**src/rtl/password_store_arbiter.sv**
```systemverilog
// password_store_arbiter
//   Single-port access controller for the 4-entry password store. Arbitrates
//   between the password setter (write requester) and the password validator
//   (read requester) round-robin, and sequences a bulk clear that overwrites
//   every entry with CLEAR_VALUE.
//
// Ports
//   CLK, RST                 clock (rising edge), asynchronous active-high reset
//   wrReq/wrAddr/wrData      write request, held until wrGrant
//   wrGrant                  write happens at the end of this cycle
//   rdReq/rdAddr             read request, held until rdGrant
//   rdGrant                  rdAddr is on the store address this cycle
//   rdValid/rdData           read data, one cycle after rdGrant
//   clrReq                   start a clear sequence (sampled in S_IDLE only)
//   clrBusy                  clear sequence in progress (state is S_CLEAR)
//   clrDone                  pulse on the final clear write
//   memAddress/memShouldWrite/memInputData/memOutputData  store pins
//   dbgState                 current state encoding
module password_store_arbiter #(
  parameter int ADDR_WIDTH = 2,
  parameter int DATA_WIDTH = 4,
  parameter int DEPTH      = 4,
  parameter logic [DATA_WIDTH-1:0] CLEAR_VALUE = '0
) (
  input  logic                  CLK,
  input  logic                  RST,
  input  logic                  wrReq,
  input  logic [ADDR_WIDTH-1:0] wrAddr,
  input  logic [DATA_WIDTH-1:0] wrData,
  output logic                  wrGrant,
  input  logic                  rdReq,
  input  logic [ADDR_WIDTH-1:0] rdAddr,
  output logic                  rdGrant,
  output logic                  rdValid,
  output logic [DATA_WIDTH-1:0] rdData,
  input  logic                  clrReq,
  output logic                  clrBusy,
  output logic                  clrDone,
  output logic [ADDR_WIDTH-1:0] memAddress,
  output logic                  memShouldWrite,
  output logic [DATA_WIDTH-1:0] memInputData,
  input  logic [DATA_WIDTH-1:0] memOutputData,
  output logic [1:0]            dbgState
);

  typedef enum logic [1:0] {
    S_IDLE  = 2'd0,
    S_CLEAR = 2'd1
  } state_t;

  localparam logic [ADDR_WIDTH-1:0] LAST_ADDR = ADDR_WIDTH'(DEPTH - 1);

  state_t                  state_q, state_d;
  logic [ADDR_WIDTH-1:0]   clrCount_q, clrCount_d;
  logic                    lastGrant_q, lastGrant_d;  // 0 = read, 1 = write
  logic                    rdValid_q;

  logic                    wr_gnt, rd_gnt, clr_done, mem_we;
  logic [ADDR_WIDTH-1:0]   mem_addr;
  logic [DATA_WIDTH-1:0]   mem_wd;

  always_comb begin
    state_d     = state_q;
    clrCount_d  = clrCount_q;
    lastGrant_d = lastGrant_q;
    wr_gnt      = 1'b0;
    rd_gnt      = 1'b0;
    clr_done    = 1'b0;
    mem_we      = 1'b0;
    mem_addr    = '0;
    mem_wd      = '0;
    case (state_q)
      S_IDLE: begin
        if (clrReq) begin
          // The first clear write (address 0) happens in this cycle, so the
          // sequence occupies exactly DEPTH cycles.
          mem_we = 1'b1;
          mem_wd = CLEAR_VALUE;
          if (DEPTH == 1) begin
            clr_done   = 1'b1;
            clrCount_d = '0;
          end else begin
            clrCount_d = ADDR_WIDTH'(1);
            state_d    = S_CLEAR;
          end
        end else if (wrReq && (!rdReq || !lastGrant_q)) begin
          // On a tie the write wins only if the read was granted last.
          wr_gnt      = 1'b1;
          mem_we      = 1'b1;
          mem_addr    = wrAddr;
          mem_wd      = wrData;
          lastGrant_d = 1'b1;
        end else if (rdReq) begin
          rd_gnt      = 1'b1;
          mem_addr    = rdAddr;
          lastGrant_d = 1'b0;
        end
      end
      S_CLEAR: begin
        mem_we   = 1'b1;
        mem_addr = clrCount_q;
        mem_wd   = CLEAR_VALUE;
        if (clrCount_q == LAST_ADDR) begin
          clr_done   = 1'b1;
          clrCount_d = '0;
          state_d    = S_IDLE;
        end else begin
          clrCount_d = clrCount_q + ADDR_WIDTH'(1);
        end
      end
      default: begin
        state_d    = S_IDLE;
        clrCount_d = '0;
      end
    endcase
  end

  always_ff @(posedge CLK or posedge RST) begin
    if (RST) begin
      state_q     <= S_IDLE;
      clrCount_q  <= '0;
      lastGrant_q <= 1'b1;
      rdValid_q   <= 1'b0;
    end else begin
      state_q     <= state_d;
      clrCount_q  <= clrCount_d;
      lastGrant_q <= lastGrant_d;
      rdValid_q   <= rd_gnt;
    end
  end

  // Outputs are forced quiet while reset is held; the state register alone
  // would still let a pending request be granted during reset.
  assign wrGrant        = wr_gnt & ~RST;
  assign rdGrant        = rd_gnt & ~RST;
  assign clrDone        = clr_done & ~RST;
  assign memShouldWrite = mem_we & ~RST;
  assign memAddress     = mem_addr;
  assign memInputData   = mem_wd;
  assign clrBusy        = (state_q == S_CLEAR) & ~RST;
  assign rdValid        = rdValid_q;
  assign rdData         = memOutputData;
  assign dbgState       = state_q;

endmodule

```
**config.mk**
```make
export PLATFORM = sky130hd
export DESIGN_NAME = password_store_arbiter
export DESIGN_NICKNAME = d
export VERILOG_FILES = /design/src/rtl/password_store_arbiter.sv
export SDC_FILE = /design/constraint.sdc
export NUM_CORES = 1
export LEC_CHECK = 0
export ABC_AREA = 1
export BUFFER_PORTS_ARGS = -buffer_cell sky130_fd_sc_hd__buf_2
export CAP_MARGIN = 25
export CORE_AREA = 4 4 41 43
export DETAILED_ROUTE_END_ITERATION = 12
export DIE_AREA = 0 0 45 47
export PLACE_DENSITY = 0.73
export SYNTH_ARGS = -nofsm -noshare
export SYNTH_HDL_FRONTEND = slang
export SYNTH_SLANG_ARGS = --single-unit
export TNS_END_PERCENT = 1
```
**constraint.sdc**
```tcl
create_clock -name CLK -period 3.2 [get_ports CLK]
set_clock_uncertainty 0.2 [all_clocks]
set_input_delay 0.64 -clock CLK [delete_from_list [all_inputs] [get_ports CLK]]
set_output_delay 0.64 -clock CLK [all_outputs]
set_load 0.005 [all_outputs]
```
==> flow_summary.ini <==
[outcome]
run_status = complete, no violations

[clock_network]
clk_pin_slew_ns = 0.05
cts_tree = built
cts_sinks = 5
postCtsSetupBuffers = 0
root_buffer = clkbuf_4
ctsResizeCount = 0
clk_path_buf_depth = 2
cts_hold_buf = 0
numCtsBuffers = 3
clock_latency_ns = 0.24
htree_num_levels = 1

[yosys]
synthSimpleGateAreaFrac_pct = 33.0
synth_fp_nets = 73
ys_types = 16
yosys.area_share.xor_xnor_pct = 0
yosys.area_share.adder_pct = 3.30
synth.avg_cell_area_sq_um = 6.89
ys_seq_area_share_pct = 33.3
synth-warning-count = 0
synth-compound-area-share_pct = 7.59
synth_top_family_by_area = simple AND/OR/NAND/NOR gates
synthMuxAreaShare_pct = 0
synthesis.area_sq_um = 379
syn_inst = 55
ys_seq_elements = 5

[drt]
firstDrtPassIters = 4
vias = 380
dr.first_iter.drc_count = 5
drc = 0
drt_wl_total_um = 908
ant_nets = 0
avgViaCountPerCell = 4.09
wire_per_inst_um = 9.76

[critical_path]
cp-end-kind = output pin
crit_start = dbgState[0]$_DFFE_PP0P_
path_class = reg2out
worstSetupStartpointType = flip-flop
critPathMaxFanout = 11
worst_ep_required_time_ns = 2.36
cp.arrival_ns = 1.59
r2r-start = dbgState[0]$_DFFE_PP0P_
worst_path_max_delay_cell = dfrtp_1
slowest_delay_ns = 0.45
crit_chain = nor2_2 -> nand3_1 -> nor2_1 -> buf_2

[global_route]
grt_max_degree = 12
grt_usage_pct = 8.27
grt_pass1_vias = 284
grt_pass1_wl_mm = 1.19
antenna_found_initial = 0
grt-ovfl-total = 0

[finish]
diodes = 0
drive_above_1_share_pct = 39.7
final_cells = 93
fin_nets = 97
syn_to_final_growth_pct = 32.0

[die]
die_area_sq_mm = 0.00212
die_x_um = 45
io_pins = 35
die_h_um = 47
rows = 13
start_util_pct = 29.1
core_area_sq_mm = 0.00130

[flow_run]
max_cap_violations = 0

[place]
gp_congestion = 0.712
dp_hpwl_um = 752
numPortBuffers = 25
dp.cells = 89

[power_and_ir_drop]
p_leak_uw = 0.000318
p_total_uw = 325
vdd_drop_max_uv = 387
power.density_mw_per_mm2 = 650

[sta]
period_share_pct = 76.1
slew_violations = 0
layout_min_cycle_time_ns = 2.43
fmax_ghz = 0.411
hold_slack_ns = 0.147
finalSetupViolCount = 0
finalHoldViolCount = 0
setup_tns_ns = 0
rsz0062_at_grt = no

[hold_path]
min_path_type = in2async
-- power breakdown --
part | internal [uW] | switching [uW] | leakage [uW] | total [uW]
Sequential | 93.6 | 24.1 | 0.0000584 | 118
Clock | 47.1 | 25.2 | 0.0000150 | 72.3
Combinational | 66.0 | 69.2 | 0.000244 | 135
-- logic make-up after synthesis --
logic type / after synthesis
compound gates: 5
fa+ha+maj: 1
buf+inv: 15
flops: 5
other cells: 1
simple gates: 28
-- metal layers --
| layer | GRT usage, % | routed length (um) | share of wire [%] |
|---|---|---|---|
| met3 | 5.75 | 98 | 11 |
| met5 | 0 | 0 | 0 |
| met1 | 10.6 | 384 | 42 |
| met2 | 11.3 | 425 | 47 |
| met4 | 1.75 | 0 | 0 |
-- path summary, 6_finish.rpt --
kind	to	slack [ns]	depth (start not counted)
max	memInputData[1]	0.77	4
min in group CLK	lastGrant_q$_DFFE_PP1P_	0.26	2
max reg2reg	lastGrant_q$_DFFE_PP1P_	1.73	3
min reg2reg	lastGrant_q$_DFFE_PP1P_	0.26	2
max in group asynchronous	lastGrant_q$_DFFE_PP1P_	2.42	2
min	clrCount_q[0]$_DFFE_PP0P_	0.15	2
-- Yosys cell counts, drive strengths merged --
master | instances | area (sq um)
o21ai | 2 | 10.0
nand2 | 11 | 41.3
nand4 | 2 | 12.5
nor2 | 9 | 36.3
inv | 9 | 33.8
nand3 | 5 | 25.0
conb | 1 | 3.75
dfstp | 1 | 26.3
buf | 6 | 48.8
a21oi | 2 | 10.0
a22o | 1 | 8.76
dfrtp | 4 | 100
nor3 | 1 | 10.0
ha | 1 | 12.5
-- cells in the final DEF, fill, tap and decap left out --
master	count
nor3_2	1
clkbuf_1	1
conb_1	1
o21ai_0	2
nor2_2	1
nand4_1	2
inv_1	9
dfrtp_1	4
a22o_1	1
a21oi_1	2
buf_2	25
nor2_1	8
nand2_1	11
dfstp_2	1
clkbuf_4	3
nand3_1	5
ha_1	1
-- area by class of cell --
| type | instances | area [sq um] |
|---|---|---|
| multi-input cells | 35 | 170 |
| repair buffers | 25 | 125 |
| inverters | 9 | 33.8 |
| fillers | 148 | 801 |
| clock buffers | 4 | 26.3 |
| well taps | 15 | 18.8 |
| flip-flops and latches | 5 | 126 |
-- worst max-delay path: cells and delay by family, from the launching register on --
kind	cells	cell delay, ns
buf+inv	1	0.13
flops	1	0.45
simple gates	3	0.78
-- sequential cells by signal (all words and copies together), names as in the netlist --
signal,count
clrCount_q,2
dbgState,1
lastGrant_q,1
rdValid,1
-- metrics by stage --
stage	cell area [sq um]	utilization, %	setup WS [ns]
floorplan	379	-	1.30
global placement	474	36.4	0.844
detailed placement	474	36.4	0.801
CTS	500	38.5	0.775
global route	500	38.5	0.591
finish	500	38.5	0.766
Note: power is estimated with default switching activity, not from simulation.
